--- src/rtl/ifm_rx_ingress.sv ---
// ---------------------------------------------------------------------------
// ifm_rx_ingress
//
// Receive-side ingress stage between a MAC AXI-Stream master and a pair of
// FIFOs: a data FIFO holding {last, keep, data} words and an info FIFO
// holding one 24-bit descriptor per accepted frame. The MAC is never
// backpressured. A frame that starts while either FIFO is short of space is
// dropped in full. A frame longer than C_MAX_LEN bytes is cut at the limit
// and its remaining beats are discarded.
//
// Descriptor layout: [15:0] byte length, [16] MAC error flag (tuser of the
// last beat, 0 when cut), [17] oversize, [23:18] zero.
//
// Optional feature: define IFM_STATS_EN to build the four 32-bit statistics
// counters. Without it the stat_* ports are present and tied to zero.
//
// Ports
//   rx_clk               clock
//   sys_rst_n            synchronous reset, active low
//   rx_axis_mac_t*       MAC receive stream (tdata/tkeep/tlast/tuser/tvalid)
//   rx_axis_mac_tready   constant 1
//   data_fifo_wdata/wren data FIFO write port, data_fifo_afull almost full
//   info_fifo_wdata/wren info FIFO write port, info_fifo_wfull full
//   stats_clr            synchronous clear of the statistics counters
//   stat_*_cnt           accepted / dropped / errored / oversize frame counts
//   ifm_in_fsm_dbg       {2'b0, state}
// ---------------------------------------------------------------------------
module ifm_rx_ingress #(
  parameter int C_DATA_WIDTH = 64,
  parameter int C_KEEP_WIDTH = C_DATA_WIDTH / 8,
  parameter int C_MAX_LEN    = 9600
) (
  input  logic                                rx_clk,
  input  logic                                sys_rst_n,
  input  logic [C_DATA_WIDTH-1:0]             rx_axis_mac_tdata,
  input  logic [C_KEEP_WIDTH-1:0]             rx_axis_mac_tkeep,
  input  logic                                rx_axis_mac_tlast,
  input  logic                                rx_axis_mac_tuser,
  input  logic                                rx_axis_mac_tvalid,
  output logic                                rx_axis_mac_tready,
  output logic [C_DATA_WIDTH+C_KEEP_WIDTH:0]  data_fifo_wdata,
  output logic                                data_fifo_wren,
  input  logic                                data_fifo_afull,
  output logic [23:0]                         info_fifo_wdata,
  output logic                                info_fifo_wren,
  input  logic                                info_fifo_wfull,
  input  logic                                stats_clr,
  output logic [31:0]                         stat_frame_cnt,
  output logic [31:0]                         stat_drop_cnt,
  output logic [31:0]                         stat_err_cnt,
  output logic [31:0]                         stat_ovs_cnt,
  output logic [3:0]                          ifm_in_fsm_dbg
);

  typedef enum logic [1:0] {
    S_IDLE  = 2'd0,
    S_PASS  = 2'd1,
    S_DROP  = 2'd2,
    S_TRUNC = 2'd3
  } state_t;

  // Number of valid bytes in a beat, widened so the running sum cannot wrap.
  function automatic logic [16:0] popcount_f(input logic [C_KEEP_WIDTH-1:0] keep);
    logic [16:0] cnt;
    cnt = 17'd0;
    for (int i = 0; i < C_KEEP_WIDTH; i++) begin
      cnt = cnt + {16'd0, keep[i]};
    end
    return cnt;
  endfunction

  state_t                             state_r;
  logic [15:0]                        len_r;
  logic                               data_wren_r;
  logic [C_DATA_WIDTH+C_KEEP_WIDTH:0] data_wdata_r;
  logic                               info_wren_r;
  logic [23:0]                        info_wdata_r;

  logic [16:0] len_next_s;
  logic        over_s;
  logic        start_ok_s;
  logic        write_s;
  logic        wlast_s;
  logic        ovs_s;
  logic        drop_s;

  assign rx_axis_mac_tready = 1'b1;
  assign data_fifo_wren     = data_wren_r;
  assign data_fifo_wdata    = data_wdata_r;
  assign info_fifo_wren     = info_wren_r;
  assign info_fifo_wdata    = info_wdata_r;
  assign ifm_in_fsm_dbg     = {2'b00, state_r};

  // Beat decode: length bookkeeping and which write (if any) this beat makes.
  always_comb begin
    len_next_s = {1'b0, len_r} + popcount_f(rx_axis_mac_tkeep);
    // A frame that has already filled C_MAX_LEN and still continues can only
    // grow beyond it, so it is cut on this beat rather than one beat later.
    over_s     = (len_next_s > 17'(C_MAX_LEN)) ||
                 ((len_next_s == 17'(C_MAX_LEN)) && !rx_axis_mac_tlast);
    start_ok_s = !(data_fifo_afull || info_fifo_wfull);
    write_s    = 1'b0;
    wlast_s    = 1'b0;
    ovs_s      = 1'b0;
    drop_s     = 1'b0;
    if (rx_axis_mac_tvalid) begin
      case (state_r)
        S_IDLE: begin
          if (!start_ok_s) begin
            drop_s = 1'b1;
          end else begin
            write_s = 1'b1;
            ovs_s   = over_s;
            wlast_s = over_s || rx_axis_mac_tlast;
          end
        end
        S_PASS: begin
          write_s = 1'b1;
          ovs_s   = over_s;
          wlast_s = over_s || rx_axis_mac_tlast;
        end
        default: begin
          write_s = 1'b0;
        end
      endcase
    end else begin
      write_s = 1'b0;
    end
  end

  // Frame FSM together with the registered FIFO write ports and length counter.
  always_ff @(posedge rx_clk) begin
    if (!sys_rst_n) begin
      state_r      <= S_IDLE;
      len_r        <= 16'd0;
      data_wren_r  <= 1'b0;
      data_wdata_r <= '0;
      info_wren_r  <= 1'b0;
      info_wdata_r <= 24'd0;
    end else begin
      data_wren_r <= write_s;
      info_wren_r <= wlast_s;
      if (write_s) begin
        data_wdata_r <= {wlast_s, rx_axis_mac_tkeep, rx_axis_mac_tdata};
      end
      if (wlast_s) begin
        info_wdata_r <= {6'd0, ovs_s, rx_axis_mac_tuser & ~ovs_s, len_next_s[15:0]};
        len_r        <= 16'd0;
      end else if (write_s) begin
        len_r <= len_next_s[15:0];
      end

      case (state_r)
        S_IDLE: begin
          if (rx_axis_mac_tvalid && !rx_axis_mac_tlast) begin
            if (drop_s) begin
              state_r <= S_DROP;
            end else if (ovs_s) begin
              state_r <= S_TRUNC;
            end else begin
              state_r <= S_PASS;
            end
          end
        end
        S_PASS: begin
          if (rx_axis_mac_tvalid) begin
            if (rx_axis_mac_tlast) begin
              state_r <= S_IDLE;
            end else if (ovs_s) begin
              state_r <= S_TRUNC;
            end
          end
        end
        S_DROP, S_TRUNC: begin
          if (rx_axis_mac_tvalid && rx_axis_mac_tlast) begin
            state_r <= S_IDLE;
          end
        end
        default: begin
          state_r <= S_IDLE;
        end
      endcase
    end
  end

`ifdef IFM_STATS_EN
  logic [31:0] frame_cnt_r;
  logic [31:0] drop_cnt_r;
  logic [31:0] err_cnt_r;
  logic [31:0] ovs_cnt_r;

  // Statistics counters; a clear takes priority over a same-cycle event.
  always_ff @(posedge rx_clk) begin
    if (!sys_rst_n || stats_clr) begin
      frame_cnt_r <= 32'd0;
      drop_cnt_r  <= 32'd0;
      err_cnt_r   <= 32'd0;
      ovs_cnt_r   <= 32'd0;
    end else begin
      if (wlast_s) begin
        frame_cnt_r <= frame_cnt_r + 32'd1;
      end
      if (drop_s) begin
        drop_cnt_r <= drop_cnt_r + 32'd1;
      end
      if (wlast_s && rx_axis_mac_tuser && !ovs_s) begin
        err_cnt_r <= err_cnt_r + 32'd1;
      end
      if (ovs_s) begin
        ovs_cnt_r <= ovs_cnt_r + 32'd1;
      end
    end
  end

  assign stat_frame_cnt = frame_cnt_r;
  assign stat_drop_cnt  = drop_cnt_r;
  assign stat_err_cnt   = err_cnt_r;
  assign stat_ovs_cnt   = ovs_cnt_r;
`else
  logic unused_stats_clr_s;
  assign unused_stats_clr_s = stats_clr;
  assign stat_frame_cnt     = 32'd0;
  assign stat_drop_cnt      = 32'd0;
  assign stat_err_cnt       = 32'd0;
  assign stat_ovs_cnt       = 32'd0;
`endif

endmodule
--- config.mk ---
export PLATFORM = sky130hd
export DESIGN_NAME = ifm_rx_ingress
export DESIGN_NICKNAME = d
export VERILOG_FILES = /design/src/rtl/ifm_rx_ingress.sv
export SDC_FILE = /design/constraint.sdc
export NUM_CORES = 1
export LEC_CHECK = 0
export BUFFER_PORTS_ARGS = -buffer_cell sky130_fd_sc_hd__buf_2
export CORE_MARGIN = 8
export CORE_UTILIZATION = 35
export CTS_CLUSTER_SIZE = 8
export DETAILED_ROUTE_END_ITERATION = 10
export PLACE_DENSITY = 0.65
export SYNTH_ARGS = -nofsm -noshare
export SYNTH_HDL_FRONTEND = slang
export SYNTH_SLANG_ARGS = --single-unit
--- constraint.sdc ---
create_clock -name rx_clk -period 4.91 [get_ports rx_clk]
set_input_delay 0.2455 -clock rx_clk [delete_from_list [all_inputs] [get_ports rx_clk]]
set_output_delay 0.2455 -clock rx_clk [all_outputs]
set_load 0.005 [all_outputs]
== After elaboration in Yosys (flattened, before gate mapping) ==
Cells that the tools add are included.

* $add $sub $neg: 8
* Order comparisons: 1
* Equal/unequal tests: 8
* Multiplexer cells: 20
* Bitwise operators: 3
* Reduce and logical (&&, ||, !) cells: 11

{| class="wikitable"
|+ Operators with widths
! operator !! count
|-
| $add 16x8->17 || 1
|-
| $eq 17x14->1 const B || 1
|-
| $gt 17x14->1 const B || 1
|-
| $mux 2 || 7
|-
| $mux 1 || 9
|-
| $add 7x1->8 || 1
|-
| $add 6x1->7 || 1
|-
| $add 5x1->6 || 1
|-
| $ne 2x2->1 const B || 3
|-
| $pmux 1 s2 || 3
|-
| $pmux 2 s3 || 1
|-
| $add 4x1->5 || 1
|-
| $add 3x1->4 || 1
|-
| $eq 2x2->1 const B || 2
|-
| $reduce_and 4->1 || 1
|-
| $reduce_or 2->1 || 2
|-
| $add 2x1->3 || 1
|-
| $logic_and 1x1->1 || 3
|-
| $logic_or 1x1->1 || 3
|-
| $ne 3x3->1 const B || 1
|-
| $add 1x1->2 || 1
|-
| $eq 2x1->1 const B || 1
|-
| $logic_not 2->1 || 1
|-
| $not 1->1 || 2
|-
| other kinds (2) || 2
|}

* Flip-flop bits (word level): 111
* Output and inout port bits: 232
* Logic and storage cells: 57

== Logic depth before layout (Yosys ltp) ==
* Depth after elaboration: 18
* Mapped depth: 15

== Least setup slack after synthesis ==
Ideal clock, no wire load.

* Path kind: input port to flip-flop
* Start point: in rx_axis_mac_tkeep[0]
* End point: reg info_wdata_r[3], in the netlist info_fifo_wdata[3]
* Setup time: 0.059 ns
* Arrival time: 4.040 ns
* Data required time: 4.851 ns
* Slack: 0.812 ns
* Stages: 14
* Path buffers: 1
* Cells stage by stage: fa_1 > inv_1 > fa_1 > fa_1 > inv_1 > fa_1 > a21o_1 > a22o_1 > a2111oi_4 > nand3_1 > o21ai_4 > and2_4 > buf_6 > a22o_1

* Word-level cells in the longest chain between the ends: 15
* Elaborated cells on any way between the ends: 16
* Classes of those cells: add/sub (8); order compare (1); eq/ne (1); mux (3); reduce/logical (3)

{| class="wikitable"
|+ Ends and longest elaborated chain
! item !! RTL line !! text
|-
| start, declared || 36 || <nowiki>input logic [C_KEEP_WIDTH-1:0] rx_axis_mac_tkeep,</nowiki>
|-
| $add 1x1->2 (*) || 67 || <nowiki>cnt = cnt + {16'd0, keep[i]};</nowiki>
|-
| $add 2x1->3 (*) || 67 ||
|-
| $add 3x1->4 (*) || 67 ||
|-
| $add 4x1->5 (*) || 67 ||
|-
| $add 5x1->6 (*) || 67 ||
|-
| $add 6x1->7 (*) || 67 ||
|-
| $add 7x1->8 (*) || 67 ||
|-
| $add 16x8->17 (*) || 96 || <nowiki>len_next_s = {1'b0, len_r} + popcount_f(rx_axis_mac_tkeep);</nowiki>
|-
| branches (longest 7 deep; another with $gt 17x14->1) || n/a ||
|-
| end signal, assigned || 147 || <nowiki>info_wdata_r <= {6'd0, ovs_s, rx_axis_mac_tuser & ~ovs_s, len_next_s[15:0]};</nowiki>
|-
| end, declared || 77 || <nowiki>logic [23:0] info_wdata_r;</nowiki>
|}

Mark *: on every way between the ends.
A chain may end at the register's enable or synchronous reset.

== Worst setup path in the final report ==
* Start point: in rx_axis_mac_tkeep[0]
* End point: reg info_wdata_r[16], in the netlist info_fifo_wdata[16]

* Word-level cells in the longest chain between the ends: 16
* Elaborated cells on any way between the ends: 21
* Classes of those cells: add/sub (8); order compare (1); eq/ne (1); mux (6); bitwise (2); reduce/logical (3)

{| class="wikitable"
|+ Ends and longest elaborated chain
! item !! RTL line !! text
|-
| $add 1x1->2 (*) || 67 ||
|-
| $add 2x1->3 (*) || 67 ||
|-
| $add 3x1->4 (*) || 67 ||
|-
| $add 4x1->5 (*) || 67 ||
|-
| $add 5x1->6 (*) || 67 ||
|-
| $add 6x1->7 (*) || 67 ||
|-
| $add 7x1->8 (*) || 67 ||
|-
| $add 16x8->17 (*) || 96 ||
|-
| branches (longest 2 deep; another with $gt 17x14->1) || n/a ||
|-
| $logic_or 1x1->1 (*) || 99 || <nowiki>over_s = (len_next_s > 17'(C_MAX_LEN)) ||</nowiki>
|-
| $mux 1 || 109 || <nowiki>if (!start_ok_s) begin</nowiki>
|-
| $pmux 1 s2 || 107 || <nowiki>case (state_r)</nowiki>
|-
| $mux 1 || 106 || <nowiki>if (rx_axis_mac_tvalid) begin</nowiki>
|-
| $not 1->1 || 147 ||
|-
| $and 1x1->1 || 147 ||
|}

Marked as above.

==> results.toml <==
[run_status]
status = "complete, no violations"

[synth]
syn_inst = 686
avgSynthCellArea_um2 = 8.43
synth_compound_area_frac = 0.161
synth_top_area_frac = 0.384
synth_cell_type_count = 53
synth_fa_ha_area_frac = 0.0268
synth_xor_area_frac = 0.0394
ys_ff_latch = 111
synth_edf_count = 0
synth_simple_gate_area_frac = 0.168
synthMuxAreaShare = 0.00866
ys.flop_type = "dfxtp_1"
synth_area_um2 = 5780
ys_top_cells_by_area = "dfxtp_1 38%, buf_4 18%, nand2_1 11%"
async_reset_ff_frac = 0
synth_top_family_by_area = "buffers and inverters"
synth_top_area_cell = "dfxtp_1"
ys_seq_area_frac = 0.384
ys_warn_count = 0

[final_layout]
nFillCells = 1759
area_growth_pct = 14.1
layout_commonest_cell = "buf_2"
instances_no_fill = 1064
final-seq-area_um2 = 2220
multiInputGateArea_um2 = 2860
final_nets = 929
final_cell_area_um2 = 6600
final_cell_mix = "173 x buf_2, 167 x nand2_1, 137 x conb_1, 111 x dfxtp_1, 74 x a21boi_0"
diodes = 0
drive_above_1_share = 0.249

[job]
max_cap_violations = 0

[grt]
antenna_found_initial = 0
use_met1 = 0.150
grt.busiest_layer = "met2"
overflow = 0
met2_usage = 0.217
grt_usage = 0.129
grt_max_degree = 78
grt_pass1_vias = 4153
grt_pass1_wl_um = 21200
met3_usage = 0.0363

[min_path]
hp-start = "rx_axis_mac_tdata[25]"
hold_class = "in2reg"

[floorplanning]
initial_core_util = 0.354
core_area_um2 = 16300
die_y_um = 145
pin_count = 312
die_area_um2 = 20900
fp.dieW_um = 145
row_count = 47

[critical_path]
startpoint_type = "input port"
startpoint = "rx_axis_mac_tkeep[0]"
path_class = "in2reg"
end_kind = "register"
r2r_start = "len_r[0]"
crit_required_ps = 5150
critPathArrivalTime_ps = 4330
worstPathMaxFanout = 9

[placement]
hpwl_um = 11100
dp_cells = 1048
post-place-ws_ps = 433
placed_area_um2 = 6310
port_buffers = 173
gp_congestion = 0.839

[clock_tree]
htree_levels = 3
clockBufferDepth = 2
holdBufCountCts = 0
cts_setup_buffers = 0
cts_buffers = 9
clock_latency_ps = 350
cts_resized = 0
cts_root_buffer = "clkbuf_16"
cts.sinks = 111
clkTransAtPathRegs_ps = 80
tritoncts = "done"

[sta]
hold_viol_final = 0
finalSetupViolCount = 0
setup_ws_ps = 815
fmax_mhz = 244
worst_pin_slew_ps = 868
drv_slew = 0
slew-limit-headroom = 0.421
skew_ps = 8.46
period_needed_ps = 4100
grt_setup_unrepaired = "no"
setup_tns_ps = 0
fin_crit_sh = 0.834

[route]
vias_per_cell = 4.15
drc = 0
num_vias = 4413
firstDrtPassIters = 4
wl_per_cell_um = 13.7
postRouteAntennaNets = 0
drt_iter0_drc = 172
wl_um = 14600

[power]
p_per_area_nw_per_um2 = 292
p_switching_uw = 527
p_clk_frac = 0.370
ir_drop_mv = 0.228
swShare = 0.273
p_comb_frac = 0.141
power_frac_seq = 0.489
intPower_uw = 1400
p_leak_uw = 0.00310
==> critical path, stage by stage <==
cell,delay [ps]
buf_2,120
fa_1,540
inv_1,50
fa_1,440
fa_1,490
inv_1,50
fa_1,450
a21o_1,230
a22o_1,330
a2111oi_4,450
nand3_1,210
nor2_1,120
nand3b_1,220
inv_2,130
a32o_1,260
==> state kept, by name, summed over array words and instances, names as in the netlist <==
register	count
len_r	16
info_fifo_wdata	18
data_fifo_wren	1
state_r	2
info_fifo_wren	1
data_fifo_wdata	73
==> layer usage <==
metal / part of all wire / vias up
li1: - / 2247
met1: 0.41 / 1994
met2: 0.48 / 163
met3: 0.094 / 9
met4: 0.015 / 0
met5: 0 / -
==> through the flow <==
step           total power (uW)  hold slack [ps]   util
2_1_floorplan              1210              390      -
3_3_place_gp               1230              447  0.386
3_5_place_dp               1240              450  0.386
4_1_cts                    1970              113  0.403
5_1_grt                    2050              116  0.403
6_report                   1930              132  0.403
==> power by group through the flow <==
stage          logic [uW]  registers, uW  clock network (uW)
4_1_cts               272            944                 752
6_report              272            943                 713
3_5_place_dp          271            965                   0
3_3_place_gp          271            963                   0
5_1_grt               309            948                 790
2_1_floorplan         245            967                   0
==> synthesized netlist by cell type, drive strengths merged (3+ instances only) <==
library cell / number
buf: 144
clkbuf: 27
ha: 6
o21a: 3
nand3: 8
a21oi: 9
xnor2: 17
a22o: 8
or4: 3
a21o: 3
a21boi: 74
o2bb2ai: 4
nor2b: 5
nor2: 26
nand2: 169
xor2: 9
fa: 4
dfxtp: 111
mux2i: 5
inv: 13
and2: 5
==> cell families after synthesis <==
| group | count (synthesis) |
|---|---|
| and+or+nand+nor | 231 |
| buffers and inverters | 184 |
| AOI/OAI and AO/OA | 117 |
| DFF | 111 |
| xor gates and xnor gates | 26 |
| adders and majority gates | 10 |
| muxes | 5 |
| other | 2 |
==> layout make-up <==
| cell class | count | share of cell area |
|---|---|---|
| clock inverters | 6 | 0.00778 |
| clock buffers | 10 | 0.0362 |
| repair buffers | 178 | 0.137 |
| multi-input cells | 526 | 0.433 |
| well taps | 220 | 0.0417 |
| inverters | 13 | 0.00740 |
| flip-flops and latches | 111 | 0.337 |
==> final timing paths <==
check,depth (start not counted),endpoint,slack [ps]
worst min-delay path,3,data_fifo_wdata[25],130
worst min register to register,2,data_fifo_wdata[39],460
worst max register to register,13,info_fifo_wdata[16],1030
worst max-delay path,15,info_fifo_wdata[16],810
Note: power is estimated with default switching activity, not from simulation.
